==> src/rtl/wt_dcache_mem_bridge.sv <==
// Bridge between the write-through L1 dcache request/return streams and a simple burst bus.
// Optional feature: define WT_DCACHE_BRIDGE_AMO_EN to issue atomics on the bus.

package wt_dcache_bridge_pkg;
  localparam int unsigned PLEN              = 56;
  localparam int unsigned XLEN              = 64;
  localparam int unsigned DCACHE_LINE_WIDTH = 128;
  localparam int unsigned CACHE_ID_WIDTH    = 2;

  typedef enum logic [1:0] {
    DCACHE_LOAD_REQ, DCACHE_STORE_REQ, DCACHE_ATOMIC_REQ, DCACHE_INT_REQ
  } dcache_out_t;

  typedef enum logic [1:0] {
    DCACHE_LOAD_ACK, DCACHE_STORE_ACK, DCACHE_INV_REQ, DCACHE_ATOMIC_ACK
  } dcache_in_t;

  typedef enum logic [3:0] {
    AMO_NONE = 4'h0, AMO_LR, AMO_SC, AMO_SWAP, AMO_ADD, AMO_AND, AMO_OR, AMO_XOR,
    AMO_MAX, AMO_MAXU, AMO_MIN, AMO_MINU, AMO_CAS1, AMO_CAS2
  } amo_t;

  typedef struct packed {
    dcache_out_t               rtype;
    logic [2:0]                size;
    logic [PLEN-1:0]           paddr;
    logic [XLEN-1:0]           data;
    logic                      nc;
    logic [CACHE_ID_WIDTH-1:0] tid;
    amo_t                      amo_op;
  } dcache_req_t;

  typedef struct packed {
    dcache_in_t                   rtype;
    logic [DCACHE_LINE_WIDTH-1:0] data;
    logic [CACHE_ID_WIDTH-1:0]    tid;
  } dcache_rtrn_t;
endpackage

module wt_dcache_mem_bridge
  import wt_dcache_bridge_pkg::*;
#(
  parameter int unsigned ReqFifoDepth = 2,
  parameter int unsigned BeatWidth    = 64
) (
  input  logic                      clk_i,
  input  logic                      rst_ni,
  input  logic                      mem_data_req_i,
  output logic                      mem_data_ack_o,
  input  dcache_req_t               mem_data_i,
  output logic                      mem_rtrn_vld_o,
  output dcache_rtrn_t              mem_rtrn_o,
  output logic                      bus_req_valid_o,
  input  logic                      bus_req_ready_i,
  output logic                      bus_req_we_o,
  output logic [PLEN-1:0]           bus_req_addr_o,
  output logic [7:0]                bus_req_len_o,
  output logic [BeatWidth-1:0]      bus_req_wdata_o,
  output logic [BeatWidth/8-1:0]    bus_req_be_o,
  output logic [CACHE_ID_WIDTH-1:0] bus_req_id_o,
  output logic [3:0]                bus_req_amo_o,
  input  logic                      bus_rsp_valid_i,
  input  logic [CACHE_ID_WIDTH-1:0] bus_rsp_id_i,
  input  logic [BeatWidth-1:0]      bus_rsp_data_i,
  input  logic                      bus_rsp_last_i,
  output logic                      protocol_err_o
);

  localparam int unsigned NumBeats = DCACHE_LINE_WIDTH / BeatWidth;
  localparam int unsigned BeBytes  = BeatWidth / 8;
  localparam int unsigned BeatOffW = $clog2(BeBytes);
  localparam int unsigned LineOffW = $clog2(DCACHE_LINE_WIDTH / 8);
  localparam int unsigned PtrW     = (ReqFifoDepth > 1) ? $clog2(ReqFifoDepth) : 1;
  localparam int unsigned CntW     = $clog2(ReqFifoDepth + 1);
  localparam int unsigned NumTids  = 2 ** CACHE_ID_WIDTH;

  typedef enum logic [1:0] {TXN_LINE, TXN_NC, TXN_STORE, TXN_AMO} txn_t;

  // Request FIFO
  dcache_req_t     r_fifo [ReqFifoDepth];
  logic [PtrW-1:0] r_wptr, r_rptr;
  logic [CntW-1:0] r_count;
  dcache_req_t     w_head;
  logic            w_full, w_empty, w_push, w_pop;

  // Outstanding table and response tracking
  logic [NumTids-1:0]        r_busy;
  txn_t                      r_type [NumTids];
  logic [7:0]                r_len  [NumTids];
  logic [7:0]                r_beat_cnt;
  logic                      r_burst_act;
  logic [CACHE_ID_WIDTH-1:0] r_burst_id;
  logic [DCACHE_LINE_WIDTH-1:0] r_line;
  logic                      r_rtrn_vld;
  dcache_rtrn_t              r_rtrn;
  logic                      r_protocol_err;

  logic                 w_bus_cand, w_issue, w_bus_pop, w_amo_local;
  txn_t                 w_txn;
  logic                 w_we;
  logic [7:0]           w_len;
  logic [PLEN-1:0]      w_addr;
  logic [BeBytes-1:0]   w_be, w_lane_be;
  logic [BeatWidth-1:0] w_wdata, w_lane_data;
  logic [3:0]           w_amo;
  logic [BeatOffW-1:0]  w_off;

  logic w_rsp_exp_last, w_rsp_err, w_rsp_ok, w_rsp_done;
  logic [DCACHE_LINE_WIDTH-1:0] w_line;
  dcache_rtrn_t w_rtrn;

  assign w_full         = (r_count == CntW'(ReqFifoDepth));
  assign w_empty        = (r_count == '0);
  assign mem_data_ack_o = !w_full;
  assign w_push         = mem_data_req_i && !w_full;
  assign w_head         = r_fifo[r_rptr];

`ifdef WT_DCACHE_BRIDGE_AMO_EN
  assign w_bus_cand  = !w_empty;
  assign w_amo_local = 1'b0;
`else
  logic w_unused_amo;
  assign w_unused_amo = ^w_head.amo_op;
  assign w_bus_cand   = !w_empty && (w_head.rtype != DCACHE_ATOMIC_REQ);
  // A local atomic ack yields to a bus return finishing in the same cycle.
  assign w_amo_local  = !w_empty && (w_head.rtype == DCACHE_ATOMIC_REQ) && !w_rsp_done;
`endif

  // Stall on the registered busy bit, so a tid freed this cycle issues next cycle.
  assign w_issue   = w_bus_cand && !r_busy[w_head.tid];
  assign w_bus_pop = w_issue && bus_req_ready_i;
  assign w_pop     = w_bus_pop || w_amo_local;

  assign w_off       = w_head.paddr[BeatOffW-1:0];
  assign w_lane_data = BeatWidth'(w_head.data) << (int'(w_off) * 8);

  always_comb begin
    for (int b = 0; b < BeBytes; b++) begin
      w_lane_be[b] = (b >= int'(w_off)) && (b < int'(w_off) + (1 << w_head.size));
    end
  end

  always_comb begin
    // NOTE: every combinational output gets a default first so no latch is inferred.
    w_txn   = TXN_NC;
    w_we    = 1'b0;
    w_len   = '0;
    w_addr  = {w_head.paddr[PLEN-1:BeatOffW], {BeatOffW{1'b0}}};
    w_be    = '0;
    w_wdata = '0;
    w_amo   = '0;
    if (w_head.rtype == DCACHE_STORE_REQ) begin
      w_txn   = TXN_STORE;
      w_we    = 1'b1;
      w_be    = w_lane_be;
      w_wdata = w_lane_data;
    end
`ifdef WT_DCACHE_BRIDGE_AMO_EN
    else if (w_head.rtype == DCACHE_ATOMIC_REQ) begin
      w_txn   = TXN_AMO;
      w_we    = 1'b1;
      w_be    = w_lane_be;
      w_wdata = w_lane_data;
      w_amo   = w_head.amo_op;
    end
`endif
    else if (!w_head.nc) begin
      w_txn  = TXN_LINE;
      w_len  = 8'(NumBeats - 1);
      w_addr = {w_head.paddr[PLEN-1:LineOffW], {LineOffW{1'b0}}};
    end
  end

  assign bus_req_valid_o = w_issue;
  assign bus_req_we_o    = w_issue && w_we;
  assign bus_req_addr_o  = w_issue ? w_addr  : '0;
  assign bus_req_len_o   = w_issue ? w_len   : '0;
  assign bus_req_wdata_o = w_issue ? w_wdata : '0;
  assign bus_req_be_o    = w_issue ? w_be    : '0;
  assign bus_req_id_o    = w_issue ? w_head.tid : '0;
`ifdef WT_DCACHE_BRIDGE_AMO_EN
  assign bus_req_amo_o   = w_issue ? w_amo : '0;
`else
  assign bus_req_amo_o   = '0;
`endif

  // Response checking: idle tid, id switching mid-burst, or last flag out of step with the count.
  assign w_rsp_exp_last = (r_beat_cnt == r_len[bus_rsp_id_i]);
  assign w_rsp_err  = bus_rsp_valid_i && (!r_busy[bus_rsp_id_i] ||
                      (r_burst_act && (bus_rsp_id_i != r_burst_id)) ||
                      (bus_rsp_last_i != w_rsp_exp_last));
  assign w_rsp_ok   = bus_rsp_valid_i && !w_rsp_err;
  assign w_rsp_done = w_rsp_ok && w_rsp_exp_last;

  always_comb begin
    w_line = r_line;
    for (int k = 0; k < NumBeats; k++) begin
      if (r_beat_cnt == 8'(k)) w_line[k*BeatWidth +: BeatWidth] = bus_rsp_data_i;
    end
  end

  always_comb begin
    w_rtrn.tid = bus_rsp_id_i;
    case (r_type[bus_rsp_id_i])
      TXN_LINE: begin
        w_rtrn.rtype = DCACHE_LOAD_ACK;
        w_rtrn.data  = w_line;
      end
      TXN_NC: begin
        w_rtrn.rtype = DCACHE_LOAD_ACK;
        w_rtrn.data  = {NumBeats{bus_rsp_data_i}};
      end
      TXN_AMO: begin
        w_rtrn.rtype = DCACHE_ATOMIC_ACK;
        w_rtrn.data  = DCACHE_LINE_WIDTH'(bus_rsp_data_i);
      end
      default: begin
        w_rtrn.rtype = DCACHE_STORE_ACK;
        w_rtrn.data  = '0;
      end
    endcase
  end

  // NOTE: FIFO storage is not reset; pointers and count alone define which entries are valid.
  always_ff @(posedge clk_i) begin
    if (w_push) r_fifo[r_wptr] <= mem_data_i;
  end

  // NOTE: all sequential state uses non-blocking assignments so every read sees pre-edge values.
  always_ff @(posedge clk_i or negedge rst_ni) begin
    if (!rst_ni) begin
      r_wptr         <= '0;
      r_rptr         <= '0;
      r_count        <= '0;
      r_busy         <= '0;
      r_beat_cnt     <= '0;
      r_burst_act    <= 1'b0;
      r_burst_id     <= '0;
      r_line         <= '0;
      r_rtrn_vld     <= 1'b0;
      r_rtrn         <= '0;
      r_protocol_err <= 1'b0;
      for (int t = 0; t < NumTids; t++) begin
        r_type[t] <= TXN_LINE;
        r_len[t]  <= '0;
      end
    end else begin
      r_rtrn_vld <= 1'b0;

      if (w_push) r_wptr <= (r_wptr == PtrW'(ReqFifoDepth - 1)) ? '0 : r_wptr + 1'b1;
      if (w_pop)  r_rptr <= (r_rptr == PtrW'(ReqFifoDepth - 1)) ? '0 : r_rptr + 1'b1;
      if (w_push && !w_pop)      r_count <= r_count + 1'b1;
      else if (!w_push && w_pop) r_count <= r_count - 1'b1;

      if (w_bus_pop) begin
        r_busy[w_head.tid] <= 1'b1;
        r_type[w_head.tid] <= w_txn;
        r_len[w_head.tid]  <= w_len;
      end

      if (w_rsp_done) begin
        r_rtrn_vld           <= 1'b1;
        r_rtrn               <= w_rtrn;
        r_busy[bus_rsp_id_i] <= 1'b0;
        r_beat_cnt           <= '0;
        r_burst_act          <= 1'b0;
      end else if (w_rsp_ok) begin
        r_line      <= w_line;
        r_beat_cnt  <= r_beat_cnt + 8'd1;
        r_burst_act <= 1'b1;
        r_burst_id  <= bus_rsp_id_i;
      end

      if (w_rsp_err) r_protocol_err <= 1'b1;

      if (w_amo_local) begin
        r_rtrn_vld     <= 1'b1;
        r_rtrn.rtype   <= DCACHE_ATOMIC_ACK;
        r_rtrn.data    <= '0;
        r_rtrn.tid     <= w_head.tid;
        r_protocol_err <= 1'b1;
      end
    end
  end

  assign mem_rtrn_vld_o = r_rtrn_vld;
  assign mem_rtrn_o     = r_rtrn;
  assign protocol_err_o = r_protocol_err;

endmodule

==> config.mk <==
export PLATFORM = sky130hd
export DESIGN_NAME = wt_dcache_mem_bridge
export DESIGN_NICKNAME = d
export VERILOG_FILES = /design/src/rtl/wt_dcache_mem_bridge.sv
export SDC_FILE = /design/constraint.sdc
export NUM_CORES = 1
export LEC_CHECK = 0
export BUFFER_PORTS_ARGS = -buffer_cell sky130_fd_sc_hd__buf_2
export CORE_ASPECT_RATIO = 1.2
export CORE_MARGIN = 2
export CORE_UTILIZATION = 44
export DETAILED_ROUTE_END_ITERATION = 8
export PLACE_DENSITY = 0.72
export SLEW_MARGIN = 20
export SYNTH_ARGS = -nofsm -noshare
export SYNTH_HDL_FRONTEND = slang
export SYNTH_SLANG_ARGS = --single-unit
==> constraint.sdc <==
create_clock -name clk_i -period 18.2 [get_ports clk_i]
set_input_delay 3.64 -clock clk_i [delete_from_list [all_inputs] [get_ports clk_i]]
set_output_delay 3.64 -clock clk_i [all_outputs]
set_load 0.005 [all_outputs]
==> results.sh <==
export IMPL_tightest_slew_ns=1.13
export IMPL_synth_compound_area_share_pct=14.4
export IMPL_ys_seq_elements=549
export IMPL_cp_required_ns=14.56
export IMPL_synth_top_family_by_area="compound AO/OA/AOI/OAI gates"
export IMPL_ys_warn_count=0
export IMPL_avgRoutedWirePerCell_um=22.5
export IMPL_drc_errors=0
export IMPL_syn_area_per_cell_sq_um=12.3
export IMPL_dr_first_iter_drc_count=1792
export IMPL_end_kind="output pin"
export IMPL_layout_nets=2679
export IMPL_post_cts_buffers=0
export IMPL_place_inst=3149
export IMPL_synthAdderAreaFrac_pct=0.419
export IMPL_synthCells=2092
export IMPL_clock_fmax_mhz=102
export IMPL_first_pass_iters=5
export IMPL_synth_common_cells="293 x dfrtp_1, 256 x edfxtp_1, 186 x nor2_1, 175 x o211ai_1, 157 x mux2i_1"
export IMPL_cts_root_buf="clkbuf_16"
export IMPL_hold_viol=0
export IMPL_synth_area_leaders="edfxtp_1 30%, dfrtp_1 29%, mux2_2 6.3%, mux2i_1 6.1%, o211ai_1 5.1%"
export IMPL_path_max_fanout=61
export IMPL_synthXorXnorAreaFrac_pct=0.439
export IMPL_htree_levels=2
export IMPL_critPathArrivalTime_ns=6.21
export IMPL_hold_buffers=0
export IMPL_routed_wl_mm=73.4
export IMPL_whs_path_depth=1
export IMPL_path_clk_slew_ns=0.06
export IMPL_yosysTopAreaCell="edfxtp_1"
export IMPL_die_y_um=269
export IMPL_synth_top_area_share_pct=29.9
export IMPL_dp_hpwl_mm=46.9
export IMPL_ir_drop_v=0.000156
export IMPL_synth_most_common_cell="dfrtp_1"
export IMPL_ant_nets=0
export IMPL_reg2reg_depth=7
export IMPL_cp_start_kind="flop"
export IMPL_gr_total_overflow=0
export IMPL_die_w_um=225
export IMPL_rsz0062_at_grt="false"
export IMPL_antenna_found_initial=26
export IMPL_grt_pass1_wl_mm=112
export IMPL_start_util_pct=44.3
export IMPL_fin_area_sq_mm=0.0306
export IMPL_synth_seq_area_share_pct=58.5
export IMPL_numCtsBuffers=57
export IMPL_skew_ns=0.0130
export IMPL_setup_viol_count_final=0
export IMPL_netlist_area_sq_mm=0.0257
export IMPL_synth_edf_count=256
export IMPL_ys_types=72
export IMPL_cts_sinks=549
export IMPL_final_cells=3267
export IMPL_yosys_area_share_simple_pct=8.65
export IMPL_fillers=4930
export IMPL_pin_count=483
export IMPL_design_core_area_sq_mm=0.0580
export IMPL_drv_cap=0
export IMPL_via_count=19500
export IMPL_finalMaxSlewViolations=0
export IMPL_clock_path_buffers=3
export IMPL_drive_gt1_share_pct=30.5
export IMPL_clkLatencyLatePin_ns=0.60
export IMPL_finalWorstSetupSlack_ns=8.35
export IMPL_pre_cts_slack_ns=9.27
export IMPL_synth_mux_area_fraction_pct=12.9
export IMPL_power_density_mw_per_mm2=166
export IMPL_grt_max_degree=165
export IMPL_grt_pass1_vias=19400
export IMPL_hp_class="reg -> reg"
export IMPL_io_buffers=464
export IMPL_status="completed"
export IMPL_fin_hold_ws_ns=0.497
export IMPL_place_gp_congestion=0.917
export IMPL_cts_tree="built"
export IMPL_rows=97
export IMPL_tns_ns=0
export IMPL_cts_resized=0
export IMPL_fin_crit_sh_pct=54.1
export IMPL_fin_crit_ns=9.85
export IMPL_die_area_sq_mm=0.0603
export IMPL_max_slew_margin_rel_pct=24.7
export IMPL_synth_ff_type="dfrtp_1"
export IMPL_worstSetupPathType="reg -> out"
export IMPL_utilization_pct=52.7
export IMPL_cellLeakagePower_nw=13.5
export IMPL_areaGrowthSynthToFinish_pct=19.0
export IMPL_async_flop_share_pct=53.4
export IMPL_grt_use_total_pct=23.5
export IMPL_vias_per_cell=5.96
export IMPL_place_area_sq_mm=0.0285
export IMPL_total_power_mw=5.06
## path summary, 6_finish.rpt
| check | from | endpoint | slack (ns) |
|---|---|---|---|
| setup / recovery | r_rptr$_DFFE_PN0P_ | bus_req_be_o[4] | 8.35 |
| hold / removal | r_line[7]$_DFFE_PN0P_ | r_line[7]$_DFFE_PN0P_ | 0.50 |
| setup reg to reg | r_beat_cnt[5]$_DFFE_PN0P_ | mem_rtrn_o[66]$_DFFE_PN0P_ | 14.41 |
| hold reg to reg | r_line[7]$_DFFE_PN0P_ | r_line[7]$_DFFE_PN0P_ | 0.50 |
| max in group asynchronous | rst_ni | r_line[122]$_DFFE_PN0P_ | 13.52 |
| min in group asynchronous | rst_ni | r_line[11]$_DFFE_PN0P_ | 2.94 |
## registers in the layout, summed over array words and instances, names as in the netlist
name            cells
r_burst_id          2
r_fifo            256
mem_rtrn_vld_o      1
mem_rtrn_o        132
r_rptr              1
r_burst_act         1
r_len               4
r_wptr              1
protocol_err_o      1
r_beat_cnt          8
r_line            128
r_count             2
r_busy              4
r_type              8
## per-layer routing
| metal | global-route usage (%) | routed length [um] | vias up |
|---|---|---|---|
| met5 | 0 | 178 | - |
| met4 | 8.23 | 2320 | 26 |
| met3 | 7.18 | 6930 | 175 |
| met2 | 39.2 | 35500 | 924 |
| met1 | 29.0 | 28500 | 9681 |
| li1 | - | - | 8656 |
## critical path, stage by stage, from the launching register on
cell and delay (ns):
dfrtp_4 0.83, buf_4 0.70, clkinv_1 0.87, o32a_1 0.59, nor2_1 0.20, ha_1 0.28
a21oi_1 0.16, a2111oi_0 0.10, o21ai_0 0.48, nor2_1 0.23, a2111oi_0 0.85, buf_2 0.25
## power breakdown
group | switching [mW] | internal [mW] | total, mW
logic | 1.21 | 0.682 | 1.89
clock network | 0.493 | 0.783 | 1.28
registers | 0.202 | 1.69 | 1.89
total | 1.90 | 3.16 | 5.06
## cells in the final DEF (no fill, tap or decap), types with 27 or more instances in the layout
cell type / count
nand2_1: 54
edfxtp_1: 256
nor2_1: 184
inv_1: 79
nor2b_1: 27
clkbuf_16: 59
a21oi_1: 125
o211ai_1: 175
dfrtp_1: 292
o221ai_1: 46
mux2i_1: 155
a211oi_1: 54
nor3_1: 35
buf_2: 463
mux2_2: 144
buf_4: 31
nand4b_1: 64
## final cells by class
class                   instances  area, sq um  area share, %
flip-flops and latches        549        15000           49.1
multi-input cells            1280         9600           31.4
repair buffers                499         2640           8.62
clock buffers                  72         1550           5.06
well taps                     742          928           3.04
clock inverters                32          498           1.63
inverters                      80          300          0.982
diodes                         13         32.5          0.106
## logic make-up (layout without fill, tap and decap cells)
kind of cell,count (synthesis),after routing
flip-flops,549,549
multiplexers,308,308
AND/OR/NAND/NOR,425,425
buffers and inverters,276,683
AO/OA/AOI/OAI,513,513
adder cells (fa/ha/maj),8,8
other,1,27
XOR/XNOR,12,12
Power figures use the tool's default switching activity.
